<file path="src/rtl/fetch_unit_if.sv">
// fetch_unit_if: instruction memory request/acknowledge bus
// imem_req/imem_addr : fetch side -> memory (address valid while req high)
// imem_ack/imem_rdata: memory -> fetch side (transfer when req && ack)
// master = fetch unit, slave = instruction memory
interface fetch_unit_if;
   logic        imem_req;
   logic [31:0] imem_addr;
   logic        imem_ack;
   logic [31:0] imem_rdata;
   modport master(output imem_req, imem_addr, input imem_ack, imem_rdata);
   modport slave(input imem_req, imem_addr, output imem_ack, imem_rdata);
endinterface

</file>
<file path="src/rtl/fetch_unit.sv">
// fetch_unit: instruction fetch stage with branch redirect, decode stall and one-cycle branch flush
// clk, reset          : clock, synchronous active-high reset
// stall               : decode cannot accept, hold the current instruction
// br_taken, br_target : taken-branch redirect
// imem                : instruction memory bus (master)
// instr, instr_valid, instr_pc, pc_plus8 : registered instruction to decode
// cond, op, funct5, cmd, funct0          : field split of instr
// fetch_count         : saturating count of delivered instructions
module fetch_unit (
   input  logic         clk,
   input  logic         reset,
   input  logic         stall,
   input  logic         br_taken,
   input  logic [31:0]  br_target,
   fetch_unit_if.master imem,
   output logic [31:0]  instr,
   output logic         instr_valid,
   output logic [31:0]  instr_pc,
   output logic [31:0]  pc_plus8,
   output logic [3:0]   cond,
   output logic [1:0]   op,
   output logic         funct5,
   output logic [3:0]   cmd,
   output logic         funct0,
   output logic [15:0]  fetch_count
);
   typedef enum logic [1:0] {BOOT, RUN, FLUSH} state_t;
   state_t state, state_next;
   logic [31:0] pc;
   logic xfer;
   always_ff @(posedge clk)
      if (reset) state <= BOOT;
      else state <= state_next;
   // every state falls through to RUN unless a branch forces a flush cycle
   always_comb begin
      state_next = br_taken ? FLUSH : RUN;
      imem.imem_req = !reset && state == RUN && !(instr_valid && stall);
      imem.imem_addr = pc;
   end
   assign xfer = imem.imem_req && imem.imem_ack;
   // pc low bits are forced to zero on redirect and stay zero through +4
   always_ff @(posedge clk)
      if (reset) begin
         pc <= '0;
         instr <= '0;
         instr_pc <= '0;
         instr_valid <= 1'b0;
         fetch_count <= '0;
      end else if (br_taken) begin
         pc <= {br_target[31:2], 2'b00};
         instr_valid <= 1'b0;
      end else if (xfer) begin
         instr <= imem.imem_rdata;
         instr_pc <= pc;
         instr_valid <= 1'b1;
         pc <= pc + 32'd4;
         fetch_count <= fetch_count + {15'd0, fetch_count != 16'hFFFF};
      end else if (instr_valid && !stall) begin
         instr_valid <= 1'b0;
      end
   assign pc_plus8 = instr_pc + 32'd8;
   assign {cond, op, funct5, cmd, funct0} = instr[31:20];
endmodule

</file>
<file path="src/flat_wrapper.sv">
// flat-port wrapper written by rule: the top's interface ports become plain ports
module fetch_unit_flat 
  (clk, reset, stall, br_taken, br_target, instr, instr_valid, instr_pc, pc_plus8, cond, op, funct5, cmd, funct0, fetch_count, imem_imem_req, imem_imem_addr, imem_imem_ack, imem_imem_rdata);
  fetch_unit_if imem_i ();
  input  logic clk;
  input  logic reset;
  input  logic stall;
  input  logic br_taken;
  input  logic [31:0] br_target;
  output logic [31:0] instr;
  output logic instr_valid;
  output logic [31:0] instr_pc;
  output logic [31:0] pc_plus8;
  output logic [3:0] cond;
  output logic [1:0] op;
  output logic funct5;
  output logic [3:0] cmd;
  output logic funct0;
  output logic [15:0] fetch_count;
  output wire logic [$bits(imem_i.imem_req)-1:0] imem_imem_req;
  output wire logic [$bits(imem_i.imem_addr)-1:0] imem_imem_addr;
  input wire logic [$bits(imem_i.imem_ack)-1:0] imem_imem_ack;
  input wire logic [$bits(imem_i.imem_rdata)-1:0] imem_imem_rdata;
  assign imem_imem_req = imem_i.imem_req;
  assign imem_imem_addr = imem_i.imem_addr;
  assign imem_i.imem_ack = imem_imem_ack;
  assign imem_i.imem_rdata = imem_imem_rdata;
  fetch_unit u_core (.clk(clk), .reset(reset), .stall(stall), .br_taken(br_taken), .br_target(br_target), .imem(imem_i), .instr(instr), .instr_valid(instr_valid), .instr_pc(instr_pc), .pc_plus8(pc_plus8), .cond(cond), .op(op), .funct5(funct5), .cmd(cmd), .funct0(funct0), .fetch_count(fetch_count));
endmodule
</file>
<file path="config.mk">
export PLATFORM = sky130hd
export DESIGN_NAME = fetch_unit_flat
export DESIGN_NICKNAME = d
export VERILOG_FILES = /design/src/rtl/fetch_unit_if.sv /design/src/rtl/fetch_unit.sv /design/src/flat_wrapper.sv
export SDC_FILE = /design/constraint.sdc
export NUM_CORES = 1
export LEC_CHECK = 0
export CORE_MARGIN = 1
export CORE_UTILIZATION = 47
export CTS_CLUSTER_SIZE = 28
export DETAILED_ROUTE_END_ITERATION = 6
export MAX_ROUTING_LAYER = met4
export PLACE_DENSITY = 0.87
export SLEW_MARGIN = 20
export SYNTH_ARGS = -nofsm -noshare
export SYNTH_HDL_FRONTEND = slang
export SYNTH_SLANG_ARGS = --single-unit
</file>
<file path="constraint.sdc">
create_clock -name clk -period 4.7 [get_ports clk]
set_input_delay 0.705 -clock clk [delete_from_list [all_inputs] [get_ports clk]]
set_output_delay 0.705 -clock clk [all_outputs]
set_load 0.01 [all_outputs]
</file>
Yosys cells after proc, flatten, opt, wreduce, memory -nomap -nowiden. Cells that the tools add are included.

Reductions and logical operators: 12. Equal/unequal tests: 2. Multiplexer cells: 5. Add/sub/neg operators: 3. Bitwise gates (word level): 1.

Operator list (count): $mux 32 (2); $add 32x3->32 const B (1); $add 32x4->32 const B (1); $add 16x1->16 (1); $ne 16x16->1 const B (1); $logic_and 1x1->1 (5); $reduce_bool 2->1 (2); $logic_not 1->1 (3); $eq 2x1->1 const B (1); $mux 1 (2); $mux 2 (1); $reduce_and 2->1 (1); $reduce_or 2->1 (1); $not 1->1 (1).

Flip-flop bits (word level): 115. Input port bits: 69. Word-level logic and storage cells: 30.

Logic depth before layout (Yosys ltp). Gate-level depths: netlist of run 1.

Word-level depth: 6. Mapped depth: 9.

Least setup slack after synthesis of run 1. No wires, ideal clock.

Path kind: reg2out. From: register u_core.instr_pc[5]. To: output port pc_plus8[18]. Slack: 2260 ps. Buffers on the path: 0. Stages on the path, launching flop included: 6. Arrival time: 1735 ps. Cells stage by stage: dfxtp_1 nand4_1 nor2_1 and2_1 or3b_2 xnor2_1.

Longest elaborated chain between the ends: 1.

RTL lines: from (decl) (line fetch_unit.sv:18) `output logic [31:0] instr_pc,`; from (signal assigned) (line fetch_unit.sv:54) `instr_pc <= pc;`; $add 32x4->32 (line fetch_unit.sv:61) `assign pc_plus8 = instr_pc + 32'd8;`; to (decl) (line flat_wrapper.sv:13) `output logic [31:0] pc_plus8;`.

Every way passes these cells.

Worst setup path after layout of run 1.
From: register u_core.instr_pc[3]. To: output port pc_plus8[31].

The elaborated chain is that of the path after synthesis.

==> reports/metrics.csv, run 1 <==
metric,value,unit
insertion_delay,0.34,ns
holdPathStages,2,
yosysTopAreaCell,dfxtp_1,
timing.hold.ws,0.454,ns
num-fill-cells,934,
core,11400,sq um
power,1930,uW
leakagePower,0.00262,uW
path_cells,ha_1 > nand3_1 > nor2_1 > and3_1 > nand3_1 > xnor2_1 > clkdlybuf4s50_1,
clk_pin_slew,0.07,ns
dp_hpwl,11.0,mm
routabilityCongestion,0.784,
initial_core_util,48.1,%
cts_resized,0,
fmax,277,MHz
worstMarginPinSlew,0.852,ns
status,finished clean,
synth.area.top_cells,"dfxtp_1 (41%), nand2_1 (11%), xnor2_1 (8.2%), a21oi_1 (6.5%), buf_4 (3.2%)",
htreeDepth,3,
finalMaxSlewViolations,0,
ys.flop_type,dfxtp_1,
worst-path-max-fanout,6,
worstPathRequired,3.99,ns
grtUsageTotal,25.3,%
drt_iter0_drc,267,
synth-seq-area-share,40.7,%
syn_inst,677,
finalWirelength,15.2,mm
r2r_slack,2.27,ns
die_area,12100,sq um
antenna_cells,0,
drcViolationCount,0,
synth_top_cell_area_share,40.7,%
vias,5381,
synthMostInstantiatedCell,nand2_1,
irDropWorstVdd,0.149,mV
root_buffer,clkbuf_16,
min_period,3.61,ns
hold_violations,0,
reg2reg_depth,5,
antenna_found_initial,0,
wl_per_cell,15.1,um
skew,0.00948,ns
syn_to_final_growth,43.4,%
max-slew-margin-rel,42.6,%
fp.dieH,110,um
grt_max_degree,66,
period_share,76.9,%
cp.arrival,2.91,ns
critical-path-slowest-cell,clkdlybuf4s50_1,
hp-class,reg2reg,
yosysWarnings,0,
cp-end-kind,output pin,
yosysUniqueCellTypes,52,
crit_type,reg2out,
async_reset_ff_share,0,%
netlist_area,5460,sq um
cap_violations,0,
cts.path.max_buffers,2,
syn_avg_cell_area,8.07,sq um
setup_tns,0,ns
synth_seq_cells,111,
port_buffers,218,
cts_buffers,9,
setup_viol,0,
rows,39,
synth_edf_count,0,
drt_pass1_iterations,4,
dieWidth,110,um
cts_sinks,111,
drive_gt1_share,4.98,%
ys_top_cells_by_count,"nand2_1 (165), dfxtp_1 (111), a21oi_1 (71)",
cts_hold_buf,0,
via_per_inst,5.34,
rsz0062_at_grt,no,
grt_overflow,0,
grt_pass1_wl,23.2,mm
post_cts_buffers,0,
grt_pass1_vias,4617,
ant_nets,0,
start_kind,register,
worst_path_most_repeated_cell,nand3_1,
num-nets-final,933,
slowest_delay,0.57,ns
p_per_area,246,nW/um^2
cts_tree,built,
boundaryPins,227,
## final cells by class
class                           count  area (sq um)  share of cell area [%]
Clock buffer                       14           264                    3.37
Tap cell                          143           179                    2.28
Timing Repair Buffer              224          2220                    28.4
Inverter                            9          33.8                   0.431
Clock inverter                      2          13.8                   0.176
Multi-Input combinational cell    504          2900                    37.0
Sequential cell                   111          2220                    28.4
## power breakdown
group | leakage (uW) | switching [uW] | internal (uW) | total (uW)
combinational | 0.00158 | 86.8 | 115 | 202
sequential | 0.000902 | 34.8 | 963 | 997
clock | 0.000137 | 337 | 391 | 728
total | 0.00262 | 458 | 1470 | 1930
## worst max-delay path: cells and delay by family, from the launching register on
kind / cells / cell delay, ns
simple gates: 4 / 1.16
fa+ha+maj: 1 / 0.22
xor+xnor: 1 / 0.18
buf+inv: 1 / 0.57
flops: 1 / 0.42
## routing by layer
| layer | up-vias | global-route usage (%) | share of wire [%] |
|---|---|---|---|
| met4 | 0 | 7.81 | 1.3 |
| met3 | 18 | 2.85 | 5.5 |
| met2 | 192 | 41.9 | 50 |
| li1 | 2644 | - | - |
| met1 | 2527 | 32.4 | 43 |
| met5 | - | - | 0 |
## registers in the layout, summed over array words and instances, names as in the netlist
signal,flops
u_core.instr_pc,30
u_core.imem.imem_addr,30
u_core.state,2
u_core.instr_valid,1
u_core.instr,32
u_core.fetch_count,16
## stage by stage
step / worst slack (ns) / cell area [sq um] / util (%) / std cells
floorplan: 2.26 / 5480 / - / 682
global placement: 1.50 / 7560 / 66.5 / 991
detailed placement: 1.44 / 7560 / 66.5 / 991
CTS: 1.06 / 7840 / 68.9 / 1007
global route: 0.899 / 7840 / 68.9 / 1007
finish: 1.09 / 7840 / 68.9 / 1007
## cells by family (layout without fill, tap and decap cells)
kind of cell	Yosys count	in the layout	synth area share, %
AND/OR/NAND/NOR	324	324	29.9
flip-flops	111	111	40.7
AO/OA/AOI/OAI	101	101	10.5
XOR/XNOR	67	67	10.7
buffers and inverters	67	249	6.78
adder cells (fa/ha/maj)	5	5	1.14
other	1	6	0.0686
multiplexers	1	1	0.206
## final timing paths
check                     start                   endpoint
max          u_core.instr_pc[3]               pc_plus8[31]
min            u_core.instr[17]           u_core.instr[17]
max reg2reg     u_core.state[0]  u_core.imem.imem_addr[27]
min reg2reg    u_core.instr[17]           u_core.instr[17]
## layout by cell type (no fill, tap or decap), types with 3 or more instances in the layout
master           instances
nand2_1                165
nor4_1                   9
clkdlybuf4s50_1        217
and3_1                   9
buf_4                    7
nor4_2                   5
nor3_2                   4
xor2_1                  16
ha_1                     5
o21ai_0                  3
and4_1                  10
nand3_1                 23
dfxtp_1                111
nand4_1                 23
nor3_1                   6
nor2_1                  43
a21oi_1                 71
a211oi_1                18
xnor2_1                 51
clkbuf_16                9
and2_1                   6
clkbuf_1                 3
inv_1                    7
conb_1                   6
Note: power is estimated with default switching activity, not from simulation.
==> run 2, diff against run 1 <==
Settings changed: CORE_UTILIZATION 47 to 43, PLACE_DENSITY 0.87 to 0.8.
Clock period 4.7 ns to 3.6 ns, I/O delays scaled along.
==> reports/metrics.csv, run 2 (same netlist as run 1, synthesis figures left out) <==
metric,value,unit
status,finished clean,
hold_start,u_core.instr[7],
drcViolationCount,0,
grt_max_degree,82,
cts_buffers,9,
p_switching,608,uW
start_kind,register,
finalInstanceArea,7950,sq um
boundaryPins,227,
reg2reg_depth,9,
worst_path_most_repeated_cell,nand3_1,
setup_viol,0,
cts_resized,0,
num-nets-final,937,
finalWirelength,15.6,mm
worst-path-max-fanout,6,
final_common_cell,clkdlybuf4s50_1,
initial_core_util,44.7,%
grt_overflow,0,
slowest_delay,0.55,ns
irDropWorstVdd,0.300,mV
min_period,3.30,ns
timing.rr.end,u_core.fetch_count[8],
clkPwrFrac,40.7,%
num-fill-cells,1080,
critical-path-slowest-cell,clkdlybuf4s50_1,
leakagePower,0.00265,uW
cts.path.max_buffers,2,
crit_type,reg2out,
insertion_delay,0.35,ns
cts_sinks,111,
worst_hold_path.endpoint,u_core.instr[7],
finalMaxSlewViolations,0,
dp_hpwl,11.2,mm
cp-end-kind,output pin,
max-slew-margin-rel,43.6,%
root_buffer,clkbuf_16,
grtUsageTotal,25.1,%
p_per_area,332,nW/um^2
skew,0.00564,ns
dieWidth,115,um
hold_violations,0,
grt_pass1_vias,4942,
htreeDepth,3,
drt_iter0_drc,243,
cap_violations,0,
crit_buf_inv,1,
period_share,91.8,%
cp_top_family,simple AND/OR/NAND/NOR gates,
cts_tree,built,
rows,40,
hp-class,reg2reg,
rr_startpoint,u_core.fetch_count[3],
fmax,303,MHz
rsz0062_at_grt,no,
via_per_inst,5.11,
intPower,2030,uW
worstMarginPinSlew,0.846,ns
die_area,13200,sq um
antenna_cells,0,
combPwrFrac,10.1,%
vias,5294,
routabilityCongestion,0.821,
ant_nets,0,
final_cell_mix,"clkdlybuf4s50_1 (217), nand2_1 (165), dfxtp_1 (111)",
cp.arrival,2.76,ns
post_cts_buffers,0,
p_sw_share,23.0,%
setup_tns,0,ns
drt_pass1_iterations,5,
top_register,u_core.instr,
syn_to_final_growth,45.4,%
r2r_slack,1.33,ns
utilization,65.1,%
port_buffers,218,
dpl_cell_area,7630,sq um
wl_per_cell,15.1,um
clk_pin_slew,0.07,ns
grt_pass1_wl,24.9,mm
antenna_found_initial,0,
fp.dieH,115,um
power,2640,uW
holdPathStages,2,
worstPathRequired,3.06,ns
drive_gt1_share,5.54,%
largest_reg_flops,32,
path_cells,ha_1 > nand3_1 > nor2_1 > and3_1 > nand3_1 > xnor2_1 > clkdlybuf4s50_1,
seqPwrFrac,49.3,%
cts_hold_buf,0,
core,12200,sq um
## run 2: changes by cell type in the layout (fill, tap and decap cells not counted)
| cell | change |
|---|---|
| clkbuf_8 | -1 |
| buf_4 | +3 |
| clkbuf_1 | -2 |
| buf_12 | +1 |
| inv_6 | -1 |
| bufinv_16 | +2 |
| clkinv_2 | +1 |
## run 2: final cells by class
type	instances	area [sq um]	area share (%)
multi-input combinational	504	2900	36.5
timing repair buffer	228	2270	28.5
sequential	111	2220	28.0
clock buffer	11	243	3.06
tap	168	210	2.65
clock inverter	4	70.1	0.882
inverter	9	33.8	0.425
## run 2: worst max path at each step
| stage | startpoint | to | slack [ns] | cells after the start |
|---|---|---|---|---|
| after floorplan | u_core.instr_pc[5] | pc_plus8[18] | 1.33 | 5 |
| after global placement | u_core.instr_pc[3] | pc_plus8[31] | 0.69 | 7 |
| after detailed placement | u_core.instr_pc[13] | pc_plus8[31] | 0.65 | 6 |
| after CTS | u_core.instr_pc[13] | pc_plus8[31] | 0.26 | 6 |
| after global routing | u_core.instr_pc[3] | pc_plus8[17] | 0.13 | 8 |
| final | u_core.instr_pc[3] | pc_plus8[31] | 0.30 | 7 |
## run 2: per-stage QoR
stage                     instances  setup slack, ns  hold slack [ns]
after floorplan                 682             1.33            0.481
after global placement         1020            0.689            0.440
after detailed placement       1020            0.651            0.447
after CTS                      1035            0.263            0.455
after global routing           1035            0.132            0.470
final                          1035            0.296            0.454
## run 2: routing by layer
metal | track usage [%] | vias up | share of wire, %
li1 | - | 2649 | -
met1 | 29.8 | 2428 | 43
met5 | - | - | 0
met2 | 41.7 | 195 | 48
met4 | 10.0 | 0 | 1.9
met3 | 5.13 | 22 | 7.2
## run 2: worst min-delay path: cells and delay by family (launching register included)
family / cells / cell delay, ns
compound gates: 1 / 0.05
flops: 1 / 0.31
simple gates: 1 / 0.05
## run 2: power by group through the flow
stage	combinational (uW)	clock, uW	sequential [uW]
after floorplan	105	0	1330
after global placement	263	0	1330
after detailed placement	266	0	1330
after CTS	268	1090	1300
after global routing	287	1150	1310
final	266	1070	1300
==> run 3, diff against run 2 <==
Settings changed: CTS_CLUSTER_SIZE 28 to default, TNS_END_PERCENT from default to 5.
==> results of run 3 <==
No change in the layout: final DEF, timing and power equal those of run 2.
